## config.mk

```make
export PLATFORM = sky130hd
export DESIGN_NAME = cpu_sequencer_flat
export DESIGN_NICKNAME = d
export VERILOG_FILES = /design/src/rtl/cpu_seq_pkg.sv /design/src/rtl/cpu_seq_if.sv /design/src/rtl/cpu_sequencer_prog_mem.sv /design/src/rtl/cpu_sequencer.sv /design/src/flat_wrapper.sv
export SDC_FILE = /design/constraint.sdc
export NUM_CORES = 1
export LEC_CHECK = 0
export CORE_MARGIN = 2
export CORE_UTILIZATION = 30
export CTS_CLUSTER_DIAMETER = 80
export CTS_CLUSTER_SIZE = 14
export DETAILED_ROUTE_END_ITERATION = 12
export PLACE_DENSITY_LB_ADDON = 0.1
export SYNTH_ARGS = -nofsm -noshare
export SYNTH_HDL_FRONTEND = slang
export SYNTH_SLANG_ARGS = --single-unit
```

## constraint.sdc

```tcl
create_clock -name clk -period 8.5 [get_ports clk]
set_input_delay 1.275 -clock clk [delete_from_list [all_inputs] [get_ports clk]]
set_output_delay 1.275 -clock clk [all_outputs]
set_load 0.01 [all_outputs]
```

## src/rtl/cpu_seq_pkg.sv

```systemverilog
`default_nettype none
// ============================================================================
//  Module      : cpu_seq_pkg
//  Description : Shared types and constants for the cpu instruction sequencer.
//                Holds the sequencer state type and the instruction word width.
//  Revision    : 1.0  initial release
// ============================================================================
package cpu_seq_pkg;

    localparam int WORD_W      = 16;
    localparam int SEQ_STATE_W = 3;

    typedef enum logic [SEQ_STATE_W-1:0] {
        S_IDLE      = 3'd0,
        S_LOAD      = 3'd1,
        S_START     = 3'd2,
        S_WAIT_BUSY = 3'd3,
        S_WAIT_DONE = 3'd4,
        S_DONE      = 3'd5,
        S_ERR       = 3'd6
    } seq_state_t;

endpackage : cpu_seq_pkg
`default_nettype wire

```

## src/rtl/cpu_seq_if.sv

```systemverilog
`default_nettype none
// ============================================================================
//  Module      : cpu_seq_if
//  Description : Handshake bundle between the sequencer and the cpu.
//                master : sequencer side (drives cpu_in/cpu_load/cpu_s,
//                         observes cpu_w/cpu_out/cpu_N/cpu_V/cpu_Z)
//                slave  : cpu side (the opposite directions)
//  Revision    : 1.0  initial release
// ============================================================================
interface cpu_seq_if;
    import cpu_seq_pkg::*;

    logic [WORD_W-1:0] cpu_in;
    logic              cpu_load;
    logic              cpu_s;
    logic              cpu_w;
    logic [WORD_W-1:0] cpu_out;
    logic              cpu_N;
    logic              cpu_V;
    logic              cpu_Z;

    modport master (
        output cpu_in, cpu_load, cpu_s,
        input  cpu_w, cpu_out, cpu_N, cpu_V, cpu_Z
    );

    modport slave (
        input  cpu_in, cpu_load, cpu_s,
        output cpu_w, cpu_out, cpu_N, cpu_V, cpu_Z
    );

endinterface : cpu_seq_if
`default_nettype wire

```

## src/rtl/cpu_sequencer_prog_mem.sv

```systemverilog
`default_nettype none
// ============================================================================
//  Module      : prog_mem
//  Description : DEPTH x WORD_W program store. One synchronous write port,
//                one asynchronous read port, contents not reset.
//  Ports       : clk, i_we/i_waddr/i_wdata (write), i_raddr/o_rdata (read)
//  Revision    : 1.0  initial release
// ============================================================================
module prog_mem
    import cpu_seq_pkg::*;
#(
    parameter int DEPTH = 16,
    parameter int AW    = $clog2(DEPTH)
) (
    input  wire logic              clk,
    input  wire logic              i_we,
    input  wire logic [AW-1:0]     i_waddr,
    input  wire logic [WORD_W-1:0] i_wdata,
    input  wire logic [AW-1:0]     i_raddr,
    output      logic [WORD_W-1:0] o_rdata
);

    logic [WORD_W-1:0] r_mem [DEPTH];

    always_ff @(posedge clk) begin
        if (i_we) begin
            r_mem[i_waddr] <= i_wdata;
        end
    end

    assign o_rdata = r_mem[i_raddr];

endmodule : prog_mem
`default_nettype wire

```

## src/rtl/cpu_sequencer.sv

```systemverilog
`default_nettype none
// ============================================================================
//  Module      : cpu_sequencer
//  Description : Issues a stored program to the cpu one instruction at a time
//                over the load/s/w handshake and captures each result.
//  Ports       : clk, reset (async, active-high)
//                prog_we/prog_addr/prog_data : program write (idle only)
//                prog_len/go                 : run length and start request
//                cpu                         : cpu handshake (master side)
//                busy/done/err               : run status
//                instr_count, last_out, last_N/V/Z : results of the run
//  Revision    : 1.0  initial release
// ============================================================================
module cpu_sequencer
    import cpu_seq_pkg::*;
#(
    parameter int DEPTH   = 16,
    parameter int TIMEOUT = 64
) (
    input  wire logic                      clk,
    input  wire logic                      reset,
    input  wire logic                      prog_we,
    input  wire logic [$clog2(DEPTH)-1:0]  prog_addr,
    input  wire logic [WORD_W-1:0]         prog_data,
    input  wire logic [$clog2(DEPTH):0]    prog_len,
    input  wire logic                      go,
    cpu_seq_if.master                      cpu,
    output      logic                      busy,
    output      logic                      done,
    output      logic                      err,
    output      logic [WORD_W-1:0]         instr_count,
    output      logic [WORD_W-1:0]         last_out,
    output      logic                      last_N,
    output      logic                      last_V,
    output      logic                      last_Z
);

    localparam int AW = $clog2(DEPTH);
    localparam int TW = $clog2(TIMEOUT + 1);

    seq_state_t        r_state;
    logic [AW-1:0]     r_pc;
    logic [AW:0]       r_len;
    logic [TW-1:0]     r_tmo;
    logic [WORD_W-1:0] r_cpu_in;
    logic [WORD_W-1:0] r_instr_count;
    logic [WORD_W-1:0] r_last_out;
    logic              r_last_n;
    logic              r_last_v;
    logic              r_last_z;

    logic              w_idle;
    logic              w_we;
    logic [AW-1:0]     w_pc_inc;
    logic [AW-1:0]     w_raddr;
    logic [WORD_W-1:0] w_rdata;
    logic [WORD_W-1:0] w_first;
    logic              w_last;
    logic              w_tmo;

    assign w_idle   = (r_state == S_IDLE) || (r_state == S_DONE) || (r_state == S_ERR);
    assign w_we     = w_idle && prog_we;
    assign w_pc_inc = r_pc + AW'(1);
    // While idle the only word ever needed next is word 0; during a run it
    // is the word after the instruction currently executing.
    assign w_raddr  = w_idle ? '0 : w_pc_inc;
    // A write coinciding with go has not reached the array yet, so forward
    // it when it targets the first word.
    assign w_first  = (w_we && (prog_addr == '0)) ? prog_data : w_rdata;
    assign w_last   = ({1'b0, r_pc} == (r_len - (AW+1)'(1)));
    assign w_tmo    = (r_tmo == TW'(TIMEOUT - 1));

    prog_mem #(
        .DEPTH   (DEPTH),
        .AW      (AW)
    ) u_prog_mem (
        .clk     (clk),
        .i_we    (w_we),
        .i_waddr (prog_addr),
        .i_wdata (prog_data),
        .i_raddr (w_raddr),
        .o_rdata (w_rdata)
    );

    always_ff @(posedge clk or posedge reset) begin
        if (reset) begin
            r_state       <= S_IDLE;
            r_pc          <= '0;
            r_len         <= '0;
            r_tmo         <= '0;
            r_cpu_in      <= '0;
            r_instr_count <= '0;
            r_last_out    <= '0;
            r_last_n      <= 1'b0;
            r_last_v      <= 1'b0;
            r_last_z      <= 1'b0;
        end else begin
            case (r_state)
                S_IDLE, S_DONE, S_ERR: begin
                    if (go) begin
                        r_pc          <= '0;
                        r_len         <= prog_len;
                        r_instr_count <= '0;
                        r_tmo         <= '0;
                        if (prog_len == '0) begin
                            r_state <= S_DONE;
                        end else begin
                            r_cpu_in <= w_first;
                            r_state  <= S_LOAD;
                        end
                    end
                end
                S_LOAD: begin
                    r_state <= S_START;
                end
                S_START: begin
                    r_tmo   <= '0;
                    r_state <= S_WAIT_BUSY;
                end
                S_WAIT_BUSY: begin
                    if (!cpu.cpu_w) begin
                        r_tmo   <= '0;
                        r_state <= S_WAIT_DONE;
                    end else if (w_tmo) begin
                        r_state <= S_ERR;
                    end else begin
                        r_tmo <= r_tmo + TW'(1);
                    end
                end
                S_WAIT_DONE: begin
                    if (cpu.cpu_w) begin
                        r_last_out    <= cpu.cpu_out;
                        r_last_n      <= cpu.cpu_N;
                        r_last_v      <= cpu.cpu_V;
                        r_last_z      <= cpu.cpu_Z;
                        r_instr_count <= r_instr_count + WORD_W'(1);
                        r_pc          <= w_pc_inc;
                        if (w_last) begin
                            r_state <= S_DONE;
                        end else begin
                            r_cpu_in <= w_rdata;
                            r_state  <= S_LOAD;
                        end
                    end else if (w_tmo) begin
                        r_state <= S_ERR;
                    end else begin
                        r_tmo <= r_tmo + TW'(1);
                    end
                end
                default: begin
                    r_state <= S_IDLE;
                end
            endcase
        end
    end

    assign cpu.cpu_in   = r_cpu_in;
    assign cpu.cpu_load = (r_state == S_LOAD);
    assign cpu.cpu_s    = (r_state == S_START);

    assign busy        = (r_state == S_LOAD) || (r_state == S_START) ||
                         (r_state == S_WAIT_BUSY) || (r_state == S_WAIT_DONE);
    assign done        = (r_state == S_DONE);
    assign err         = (r_state == S_ERR);
    assign instr_count = r_instr_count;
    assign last_out    = r_last_out;
    assign last_N      = r_last_n;
    assign last_V      = r_last_v;
    assign last_Z      = r_last_z;

endmodule : cpu_sequencer
`default_nettype wire

```

## src/flat_wrapper.sv

```systemverilog
// flat-port wrapper written by rule: the top's interface ports become plain ports
module cpu_sequencer_flat import cpu_seq_pkg::*;
#(
    parameter int DEPTH   = 16,
    parameter int TIMEOUT = 64
)
  (clk, reset, prog_we, prog_addr, prog_data, prog_len, go, busy, done, err, instr_count, last_out, last_N, last_V, last_Z, cpu_cpu_in, cpu_cpu_load, cpu_cpu_s, cpu_cpu_w, cpu_cpu_out, cpu_cpu_N, cpu_cpu_V, cpu_cpu_Z);
  cpu_seq_if cpu_i ();
  input  wire logic clk;
  input  wire logic reset;
  input  wire logic prog_we;
  input  wire logic [$clog2(DEPTH)-1:0] prog_addr;
  input  wire logic [WORD_W-1:0] prog_data;
  input  wire logic [$clog2(DEPTH):0] prog_len;
  input  wire logic go;
  output      logic busy;
  output      logic done;
  output      logic err;
  output      logic [WORD_W-1:0] instr_count;
  output      logic [WORD_W-1:0] last_out;
  output      logic last_N;
  output      logic last_V;
  output      logic last_Z;
  output wire logic [$bits(cpu_i.cpu_in)-1:0] cpu_cpu_in;
  output wire logic [$bits(cpu_i.cpu_load)-1:0] cpu_cpu_load;
  output wire logic [$bits(cpu_i.cpu_s)-1:0] cpu_cpu_s;
  input wire logic [$bits(cpu_i.cpu_w)-1:0] cpu_cpu_w;
  input wire logic [$bits(cpu_i.cpu_out)-1:0] cpu_cpu_out;
  input wire logic [$bits(cpu_i.cpu_N)-1:0] cpu_cpu_N;
  input wire logic [$bits(cpu_i.cpu_V)-1:0] cpu_cpu_V;
  input wire logic [$bits(cpu_i.cpu_Z)-1:0] cpu_cpu_Z;
  assign cpu_cpu_in = cpu_i.cpu_in;
  assign cpu_cpu_load = cpu_i.cpu_load;
  assign cpu_cpu_s = cpu_i.cpu_s;
  assign cpu_i.cpu_w = cpu_cpu_w;
  assign cpu_i.cpu_out = cpu_cpu_out;
  assign cpu_i.cpu_N = cpu_cpu_N;
  assign cpu_i.cpu_V = cpu_cpu_V;
  assign cpu_i.cpu_Z = cpu_cpu_Z;
  cpu_sequencer #(.DEPTH(DEPTH), .TIMEOUT(TIMEOUT)) u_core (.clk(clk), .reset(reset), .prog_we(prog_we), .prog_addr(prog_addr), .prog_data(prog_data), .prog_len(prog_len), .go(go), .cpu(cpu_i), .busy(busy), .done(done), .err(err), .instr_count(instr_count), .last_out(last_out), .last_N(last_N), .last_V(last_V), .last_Z(last_Z));
endmodule
```

==> metrics.csv <==
metric,value,unit
setup violators final,0,
largest net degree at the start of global routing,62,
min-delay worst type,reg -> reg,
CTS tree,built,
Achievable Freq,267,MHz
Avg Inst Size Synth,14.3,µm²
FP Rows,77,
vias in the first global route,8315,
Worst setup EP type,output port,
Worst EP arrival,2.47,ns
most used routing layer,met2,
Tmin final,3.75,ns
die area,46400,µm²
cts repair resizes,0,
final clock skew,0.0233,ns
Die X,215,µm
GRT Util Overall,0.159,
P per Cell Area,286,nW/µm²
Initial DRC Count,517,
final net count,1106,
leak pwr,0.00541,µW
Post-synth EDFFs,256,
Final HPWL DP,21900,µm
met3 usage in global routing,0.0290,
Ports,105,
Peak supply drop,0.000224,V
layout cells sized above 1,0.121,
Net Sw Frac,0.335,
DRC Markers,0,
sequential power share,0.431,
H-tree depth,1,
sequential area share after synthesis,0.704,
die height,215,µm
cell taking the most area after synthesis,edfxtp_1,
remaining antenna violation count,0,
Max Slew Vio Count,0,
Synthesis Warnings,0,
clock latency on the worst-skew pair,0.58,ns
Mapped Area,13400,µm²
status,"complete, no violations",
initial core utilization,0.303,
Synth area leaders,"edfxtp_1 (57%), dfrtp_1 (13%), nand2_1 (5.3%), mux4_2 (5.0%), a211oi_1 (2.6%)",
GRT overflow,0,
Via density,4.90,
Vias,8166,
Main synth FF type,edfxtp_1,
number of fill cells,4284,
CP Class,reg -> out,
post-route cell area,16100,µm²
routability cong.,0.762,
fin crit share,0.441,
Clock Power Share,0.272,
GR Util met1,0.224,
"Cell Area, Placed",15300,µm²
Unique masters post-synth,59,
Yosys reg bits,326,
Yosys top cell area share,0.573,
normalized max-slew margin,0.167,
clk sinks,326,
Max Cap Violations,0,
drt pass-1 iters,4,
first-pass GRT wire length,55400,µm
CTS Buffer Depth,3,
RSZ-0062 raised after global routing,no,
setup bufs post-CTS,0,
combinational power share,0.297,
CTS Root Cell,clkbuf_16,
# hold bufs at CTS,0,
critical path peak fanout,21,
number of port buffers,104,
GR Util met2,0.257,
initial antenna violation count,2,
Num CTS Buffers,29,
internal power,3070,µW
Area Overhead vs Synth,20.4,%
most frequent cells after synthesis,"edfxtp_1 (256), nand2_1 (190), dfrtp_1 (70)",
drt total wl,37000,µm
wire per inst,22.2,µm
core area,44200,µm²
"Data required, critical path",7.22,ns
synthesized netlist net count,992,
post-synthesis cell count,939,
TNS Setup,0,ns
Worst setup SP type,flip-flop,
Final Hold Fails,0,
clock-pin slew on the worst setup and hold paths,0.07,ns
Slew @ Worst Pin,1.25,ns
sw power,1540,µW
ys async rst share,0.215,
most common cell in the netlist,edfxtp_1,
[sequential cells by signal, indices dropped and copies added, names as in the netlist]
register,flops
u_core.u_prog_mem.r_mem,256
u_core.r_len,5
u_core.last_V,1
u_core.r_tmo,7
u_core.cpu.cpu_in,16
u_core.r_pc,4
u_core.last_N,1
u_core.last_Z,1
u_core.r_state,3
u_core.instr_count,16
u_core.last_out,16
[final timing paths]
kind / start / to / slack [ns] / cells after the start
max: u_core.r_state[2] / done / 4.75 / 3
min: u_core.last_N / u_core.last_N / 0.47 / 2
max reg2reg: u_core.r_pc[0] / u_core.cpu.cpu_in[5] / 5.12 / 9
min reg2reg: u_core.last_N / u_core.last_N / 0.47 / 2
max in group asynchronous: reset / u_core.r_pc[0] / 6.29 / 3
min in group asynchronous: reset / u_core.cpu.cpu_in[10] / 1.01 / 2
[per-layer routing]
| metal | routed length, µm | share of wire | vias up |
|---|---|---|---|
| li1 | - | - | 3792 |
| met1 | 17600 | 0.48 | 4161 |
| met2 | 17100 | 0.46 | 172 |
| met3 | 1500 | 0.041 | 39 |
| met4 | 722 | 0.020 | 2 |
| met5 | 16 | 0.00043 | - |
[cell families (layout without fill, tap and decap cells)]
logic type,Yosys count,in the layout,synth area share
muxes,41,41,0.0589
and+or+nand+nor,325,325,0.108
adders and majority gates,4,4,0.00373
other,0,1,0
DFF,326,326,0.704
xor gates and xnor gates,24,24,0.0162
buffers and inverters,60,196,0.0199
AOI/OAI and AO/OA,159,159,0.0894
[worst max-delay path: stages, from the launching register on]
cell and delay (ns):
dfrtp_1 0.76, nand3b_1 0.30, inv_2 0.25, clkdlybuf4s50_1 0.59
[metrics by stage]
stage	utilization	hold slack (ns)	power, µW	instances	worst slack (ns)
2_1_floorplan	-	0.503	2860	939	5.04
5_1_grt	0.365	0.493	4870	1667	4.55
6_report	0.365	0.470	4620	1668	4.75
4_1_cts	0.365	0.477	4690	1667	4.70
3_3_place_gp	0.346	0.456	3410	1614	4.58
3_5_place_dp	0.346	0.461	3420	1614	4.52
[placed cells by master (no fill, tap or decap), types with 3 or more instances in the layout]
cell type,instances
ha_1,4
or3_1,6
a311oi_1,31
a211oi_1,46
and3_1,8
nand4b_1,4
clkbuf_1,17
a21oi_1,7
nor3_1,11
nor2_1,30
inv_1,7
clkbuf_16,29
o22ai_1,17
o21ai_0,16
and2_1,7
nand2b_1,6
xnor2_1,10
nand4_1,3
mux4_2,30
mux2i_1,8
nor2b_1,30
mux2_2,3
nand3_1,8
nor3_2,3
nor2_2,10
o31ai_1,16
buf_4,30
clkinv_4,3
clkdlybuf4s50_1,104
nand2_1,190
xor2_1,12
edfxtp_1,256
dfrtp_1,69
nor4_2,3
[layout make-up]
type / instances / area, µm² / share of cell area
Tap cell: 592 / 741 / 0.0459
Sequential cell: 326 / 9440 / 0.585
Antenna cell: 1 / 2.50 / 0.000155
Timing Repair Buffer: 134 / 1270 / 0.0784
Clock inverter: 7 / 68.8 / 0.00426
Inverter: 9 / 35.0 / 0.00217
Clock buffer: 46 / 790 / 0.0489
Multi-Input combinational cell: 553 / 3800 / 0.236
[power groups by stage]
stage                     combinational (µW)  clock (µW)  sequential, µW
after floorplan                          885           0            1980
after global placement                  1390           0            2020
after detailed placement                1400           0            2020
after CTS                               1400        1300            1990
after global routing                    1510        1360            2010
final                                   1370        1260            1990
No activity file was read; power rests on OpenSTA's default activity.
